### config.mk
export PLATFORM = sky130hd
export DESIGN_NAME = game_timer
export DESIGN_NICKNAME = d
export VERILOG_FILES = /design/src/rtl/game_timer.sv
export SDC_FILE = /design/constraint.sdc
export NUM_CORES = 1
export LEC_CHECK = 0
export ABC_AREA = 1
export BUFFER_PORTS_ARGS = -buffer_cell sky130_fd_sc_hd__buf_2
export CORE_AREA = 2 2 68 70
export CTS_BUF_LIST = sky130_fd_sc_hd__clkbuf_4 sky130_fd_sc_hd__clkbuf_8
export DETAILED_ROUTE_END_ITERATION = 10
export DIE_AREA = 0 0 70 72
export MAX_ROUTING_LAYER = met4
export PLACE_DENSITY = 0.79
export SYNTH_ARGS = -nofsm -noshare
export SYNTH_HDL_FRONTEND = slang
export SYNTH_SLANG_ARGS = --single-unit
### constraint.sdc
create_clock -name i_clk -period 4.75 [get_ports i_clk]
set_input_delay 0.7125 -clock i_clk [delete_from_list [all_inputs] [get_ports i_clk]]
set_output_delay 0.7125 -clock i_clk [all_outputs]
set_load 0.1 [all_outputs]
### src/rtl/game_timer.sv
// Configurable game clock: prescaled time steps, up/down counting with wrap or
// stop-at-terminal, and start/pause/clear/load control.
module game_timer #(
  parameter int WIDTH    = 4,
  parameter int PRESCALE = 50_000_000
) (
  input  logic             i_clk,
  input  logic             i_rst_n,
  input  logic             i_start,
  input  logic             i_pause,
  input  logic             i_clear,
  input  logic             i_load,
  input  logic [WIDTH-1:0] i_load_val,
  input  logic             i_dir,
  input  logic             i_wrap,
  output logic [WIDTH-1:0] o_time,
  output logic             o_tick,
  output logic             o_expire,
  output logic             o_running,
  output logic [1:0]       o_state
);

  localparam int PW = (PRESCALE > 1) ? $clog2(PRESCALE) : 1;
  localparam logic [PW-1:0]    PRE_LAST  = PW'(PRESCALE - 1);
  localparam logic [PW-1:0]    PRE_ONE   = PW'(1);
  localparam logic [WIDTH-1:0] TIME_ONE  = WIDTH'(1);

  typedef enum logic [1:0] {
    IDLE  = 2'd0,
    RUN   = 2'd1,
    PAUSE = 2'd2,
    DONE  = 2'd3
  } state_t;

  state_t           state_q, state_d;
  logic [WIDTH-1:0] time_q, time_d;
  logic [PW-1:0]    pre_q, pre_d;
  logic             tick_q, tick_d;
  logic             expire_q, expire_d;
  logic             running_q, running_d;

  logic [WIDTH-1:0] terminal;
  logic [WIDTH-1:0] stepVal;
  logic             stepFire;
  logic             stepExpire;
  logic             startOk;

  // Terminal and candidate step follow the live i_dir so a direction change
  // takes effect on the very next step.
  assign terminal   = i_dir ? '0 : '1;
  assign stepVal    = i_dir ? (time_q - TIME_ONE) : (time_q + TIME_ONE);
  assign stepFire   = (state_q == RUN) && (pre_q == PRE_LAST);
  assign stepExpire = (stepVal == terminal);
  assign startOk    = i_start && !(!i_wrap && (time_q == terminal));

  always_ff @(posedge i_clk or negedge i_rst_n) begin
    if (!i_rst_n) begin
      state_q   <= IDLE;
      time_q    <= '0;
      pre_q     <= '0;
      tick_q    <= 1'b0;
      expire_q  <= 1'b0;
      running_q <= 1'b0;
    end else begin
      state_q   <= state_d;
      time_q    <= time_d;
      pre_q     <= pre_d;
      tick_q    <= tick_d;
      expire_q  <= expire_d;
      running_q <= running_d;
    end
  end

  always_comb begin
    state_d  = state_q;
    time_d   = time_q;
    pre_d    = pre_q;
    tick_d   = 1'b0;
    expire_d = 1'b0;

    if (i_clear) begin
      time_d  = '0;
      pre_d   = '0;
      state_d = IDLE;
    end else if (i_load) begin
      time_d = i_load_val;
      pre_d  = '0;
      if (state_q == DONE) begin
        state_d = IDLE;
      end
    end else begin
      unique case (state_q)
        RUN: begin
          if (stepFire) begin
            pre_d    = '0;
            time_d   = stepVal;
            tick_d   = 1'b1;
            expire_d = stepExpire;
            // Stopping at terminal outranks a pause requested on the same cycle.
            if (stepExpire && !i_wrap) begin
              state_d = DONE;
            end else if (i_pause) begin
              state_d = PAUSE;
            end
          end else begin
            pre_d = pre_q + PRE_ONE;
            if (i_pause) begin
              state_d = PAUSE;
            end
          end
        end
        PAUSE: begin
          if (startOk) begin
            state_d = RUN;
          end
        end
        IDLE, DONE: begin
          if (startOk) begin
            state_d = RUN;
            pre_d   = '0;
          end
        end
        default: begin
          state_d = IDLE;
        end
      endcase
    end

    running_d = (state_d == RUN);
  end

  assign o_time    = time_q;
  assign o_tick    = tick_q;
  assign o_expire  = expire_q;
  assign o_running = running_q;
  assign o_state   = state_q;

endmodule

After elaboration in Yosys (flattened, before gate mapping)
Index checks and enable logic that the tools add are counted.
{"block": "totals", "regBits": 35, "latchBits": 0, "mem_bits_rw": 0, "mem_bits_ro": 0, "input_bits": 12, "out_inout_bits": 9, "n_memories": 0}
{"block": "classes", "addsub": 3, "multipliers": 0, "n_div": 0, "magnitude_cmp": 0, "eq_ne": 8, "shift": 0, "mux": 27, "bitwise_logic": 0, "n_reduce_logical": 14}
{"cell": "$mux 26", "count": 4}
{"cell": "$pmux 26 s2", "count": 1}
{"cell": "$add 26x1->26 const B", "count": 1}
{"cell": "$eq 26x26->1 const B", "count": 1}
{"cell": "$mux 4", "count": 6}
{"cell": "$mux 2", "count": 7}
{"cell": "$eq 4x4->1", "count": 2}
{"cell": "$mux 1", "count": 8}
{"cell": "$reduce_bool 3->1", "count": 2}
{"cell": "$add 4x1->4 const B", "count": 1}
{"cell": "$eq 2x1->1 const B", "count": 2}
{"cell": "$eq 2x2->1 const B", "count": 2}
{"cell": "$logic_and 1x1->1", "count": 4}
{"cell": "$ne 4x4->1 const B", "count": 1}
{"cell": "$pmux 2 s2", "count": 1}
{"cell": "$reduce_and 2->1", "count": 2}
{"cell": "$reduce_bool 4->1", "count": 1}
{"cell": "$sub 4x1->4 const B", "count": 1}
{"cell": "$reduce_or 3->1", "count": 1}
{"cell": "$logic_not 1->1", "count": 2}
{"cell": "$logic_not 2->1", "count": 1}
{"cell": "$reduce_or 2->1", "count": 1}

Logic depth before layout (Yosys ltp)
{"block": "depth", "word_depth": 10, "depth_mapped": 14}

Least setup slack after synthesis
OpenSTA, ideal clock, no wires.
{"block": "synth_timing", "path_type": "register -> register", "start": "register time_q[0], in the netlist o_time[0]", "end": "register running_q, in the netlist o_running", "setup_time_ns": 0.118, "arrival_ns": 2.474, "t_required_ns": 4.632, "setup_slack_ns": 2.158, "path_stages_with_launch": 11, "n_path_buf": 0, "period_less_slack_ns": 2.592, "cell_sequence": "dfrtp_1 fa_1 or2_2 nor2_1 nand3_1 nand2_1 nand3_1 nand2_1 nand2_1 a21oi_2 nor2_1"}
{"block": "synth_via", "elab_chain_len": 10, "word_cells_on_any_way": 16, "classes_between": "2 x add/sub; 3 x eq/ne; 7 x mux; 4 x reduce/logical"}
{"element": "start, declared", "line": "36", "text": "logic [WIDTH-1:0] time_q, time_d;"}
{"element": "start signal, assigned", "line": "66", "text": "time_q <= time_d;"}
{"element": "$add 4x1->4 / $sub 4x1->4 (equally long branches)", "line": "51", "text": "assign stepVal = i_dir ? (time_q - TIME_ONE) : (time_q + TIME_ONE);"}
{"element": "$mux 4", "line": "51"}
{"element": "$eq 4x4->1", "line": "53", "text": "assign stepExpire = (stepVal == terminal);"}
{"element": "$logic_and 1x1->1", "line": "100", "text": "if (stepExpire && !i_wrap) begin"}
{"element": "$mux 2", "line": "100"}
{"element": "$mux 2", "line": "94", "text": "if (stepFire) begin"}
{"element": "$pmux 2 s2 (*)", "line": "92", "text": "unique case (state_q)"}
{"element": "$mux 2 (*)", "line": "85", "text": "end else if (i_load) begin"}
{"element": "$mux 2 (*)", "line": "81", "text": "if (i_clear) begin"}
{"element": "net state_d[1]", "line": "35", "text": "state_t state_q, state_d;"}
{"element": "$eq 2x1->1 (*)", "line": "129", "text": "running_d = (state_d == RUN);"}
{"element": "net running_d", "line": "40", "text": "logic running_q, running_d;"}
{"element": "end signal, assigned", "line": "70", "text": "running_q <= running_d;"}
{"element": "end, declared", "line": "40"}
The timed path passes the listed nets; every way through them passes the cells marked *.
A chain may end at the register's enable or synchronous reset.

Worst setup path after layout
{"block": "layout_timing", "start": "input i_dir", "end": "register running_q, in the netlist o_running"}
{"block": "layout_via", "elab_chain_len": 10, "word_cells_on_any_way": 15, "classes_between": "3 x eq/ne; 8 x mux; 4 x reduce/logical"}
{"element": "start, declared", "line": "14", "text": "input logic i_dir,"}
{"element": "$mux 4", "line": "50", "text": "assign terminal = i_dir ? '0 : '1;"}
{"element": "$eq 4x4->1", "line": "54", "text": "assign startOk = i_start && !(!i_wrap && (time_q == terminal));"}
{"element": "$logic_and 1x1->1", "line": "54"}
{"element": "$logic_not 1->1", "line": "54"}
{"element": "$logic_and 1x1->1", "line": "54"}
{"element": "$mux 2", "line": "113, 118"}
{"element": "$pmux 2 s2 (*)", "line": "92"}
{"element": "$mux 2 (*)", "line": "85"}
{"element": "$mux 2 (*)", "line": "81"}
{"element": "net state_d[1]", "line": "35"}
{"element": "$eq 2x1->1 (*)", "line": "129"}
{"element": "net running_d", "line": "40"}
Marks and branches as above.

==> metrics.txt <==
placed cell count 400; VDD IR max 193 uV; Yosys top cell by area dfrtp_1; Psw 0.248 mW; Syn Nets 352; Synth top cells by count 80 x nand2_1, 52 x nor2_1, 39 x inv_1, 35 x dfrtp_1, 28 x nand3_1; vias in the first global route 2037; crit share post-route 47.0%; post-CTS sizing 0; Post-DP HPWL 4.01 mm; Synth Flop Type dfrtp_1; Setup Skew 7.60 ps; Post-Synthesis Cell Area 2460 um^2; worst relative slew slack 47.6%; Cell variety after synth 40; crit end category flip-flop; layout cells sized above 1 17.4%; setup bufs post-CTS 0; Pint 0.489 mW; Ys Warns 0; pwr/cell area 275 nW/um^2; Combinational Power Share 23.0%; Final min period 2230 ps; area grow syn2layout 9.10%; Initial Util 57.7%; Antenna Violating Nets Remaining 0; routed vias 2185; DR WL/cell 13.0 um; largest net degree at the start of global routing 36; # clock sinks 35; fin cells 408; htree depth 2; CP max stage delay 520 ps; Reg2Reg Launch Point o_time[0]; Post-Syn Instances 332; core footprint 4260 um^2; clock transition at the registers of the reported paths 70 ps; clk buf depth 2; Clock Power Share 33.7%; Worst Path Required 4940 ps; Hold WS 498 ps; Clk Latency, worst-skew pair 290 ps; Placed Area 2580 um^2; pins over their slew limit 0; grt total ovfl 0; end point of the critical path o_running; unrepaired setup endpoints after global routing false; fin area 2680 um^2; Synth top area share 35.6%; setup TNS 0 ps; WP data arrival 2420 ps; DR pass1 iterations 4; total track usage 23.3%; maximum clock rate 0.448 GHz; drt total wl 5.30 mm; diode count 0; Static Leak 1.21 nW; syn_area_per_cell 7.41 um^2; Final Wtd Congestion 0.900; 1st-iter DRT viols 103; R2R Path End o_running; outcome completed; TritonCTS clock tree done; Worst path slowest cell fa_1; Worst Setup Start Kind primary input; Via density 5.36; die area 5040 um^2; Setup Viol. Count Final 0; Crit Path Class in2reg; DR DRC count 0; ys async rst share 100%; first-pass GRT wire length 9.12 mm; Crit path top cell by count nand2_1; Site Rows 24; Max Cap Viol 0; die span in x 70 um; critical path cell sequence buf_2, fa_1, or2_2, nor2_1, nand3_1, nand2_1, nand3_1, nand2_1, nand2_1, a21oi_2, nor2_1; critical path fanouts, max 7; worst reg2reg path depth 10; worst-margin pin slew 787 ps; Die Ht 72 um; Yosys reg bits 35; initial antenna violation count 0; CTS Hold Bufs 0; I/O pins 21; endpoints failing hold 0; flop-to-flop setup slack 2620 ps; Root Buffer clkbuf_8; NumNets Final 375; min-delay worst type in2async; sequential share of the synthesized area 35.6%; register share of total power 43.3%; Setup crit start i_dir; final core occ 62.9%; Fill cells 404; Sw Ratio 33.6%; top post-synthesis cells by area dfrtp_1 36%, nand2_1 12%, nor2_1 7.9%; most common cell in the netlist nand2_1; I/O Buffers 20; Post-synth EDFFs 0; CTS Buf Count 5
[metrics by stage]
stage / total power, mW / setup slack [ps]
after CTS: 0.740 / 2540
final: 0.737 / 2520
after floorplan: 0.458 / 2160
after global placement: 0.490 / 2280
after detailed placement: 0.494 / 2230
after global routing: 0.770 / 2410
[routing by layer]
metal / wire length [um] / part of all wire, % / up-vias / track usage, %
met5: 0 / 0 / - / -
met1: 2520 / 48 / 1008 / 31.2
met3: 253 / 4.8 / 6 / 4.44
met2: 2470 / 47 / 58 / 36.0
met4: 56 / 1.1 / 0 / 8.12
li1: - / - / 1113 / -
[how the worst min path moves through the flow]
stage          slack (ps)  endpoint  startpoint  depth (start not counted)
2_1_floorplan         420  o_expire     i_rst_n                          0
3_3_place_gp          490  pre_q[0]    pre_q[0]                          1
3_5_place_dp          490  pre_q[0]    pre_q[0]                          1
4_1_cts               500  pre_q[0]    pre_q[0]                          1
5_1_grt               540  pre_q[0]    pre_q[0]                          1
6_report              500  pre_q[4]     i_rst_n                          1
[cell families (layout without fill, tap and decap cells)]
| logic type | count (synthesis) | count (layout) | share of synthesized area, % |
|---|---|---|---|
| AND/OR/NAND/NOR | 200 | 200 | 39.4 |
| buffers and inverters | 47 | 71 | 8.70 |
| XOR/XNOR | 8 | 8 | 2.85 |
| flip-flops | 35 | 35 | 35.6 |
| adder cells (fa/ha/maj) | 8 | 8 | 4.37 |
| AO/OA/AOI/OAI | 34 | 34 | 9.05 |
[power groups by stage]
stage | registers (mW) | logic [mW] | clock network (mW)
3_3_place_gp | 0.324 | 0.166 | 0
5_1_grt | 0.320 | 0.185 | 0.264
6_report | 0.319 | 0.170 | 0.249
4_1_cts | 0.318 | 0.170 | 0.252
3_5_place_dp | 0.324 | 0.170 | 0
2_1_floorplan | 0.368 | 0.0897 | 0
[critical path, delay by kind of cell]
| kind | cells | cell delay [ps] |
|---|---|---|
| AOI/OAI and AO/OA | 1 | 140 |
| adders and majority gates | 1 | 520 |
| and+or+nand+nor | 8 | 900 |
| buffers and inverters | 1 | 150 |
[placed cells by master, fill, tap and decap left out, types with 2 or more instances in the layout]
cell type	netlist	layout
nor2_4	3	3
a22oi_2	2	2
dfrtp_1	35	35
nand4_1	4	4
nor4_1	3	3
xor2_1	5	5
o21ai_0	12	12
nand3_1	28	28
clkbuf_8	0	7
buf_2	0	20
or2_2	2	2
o21a_1	4	4
nor2_2	5	5
nand2_2	3	3
nand3_2	3	3
nor3_1	8	8
nor2_1	52	52
o21ai_2	2	2
nand3_4	2	2
nand2_1	80	80
a31o_2	2	2
inv_1	39	39
a21oi_1	8	8
xnor2_1	3	3
ha_1	7	7
[sequential cells by signal, indices dropped and copies added (netlist names)]
signal,cells
o_time,4
o_tick,1
o_running,1
o_state,2
pre_q,26
o_expire,1
[layout make-up]
class | instances | area, um^2 | area share [%]
multi-input cells | 250 | 1370 | 51.0
inverters | 43 | 169 | 6.29
well taps | 52 | 65.1 | 2.42
flip-flops and latches | 35 | 876 | 32.6
repair buffers | 20 | 100 | 3.73
clock buffers | 8 | 104 | 3.87
Note: power is estimated with default switching activity, not from simulation.
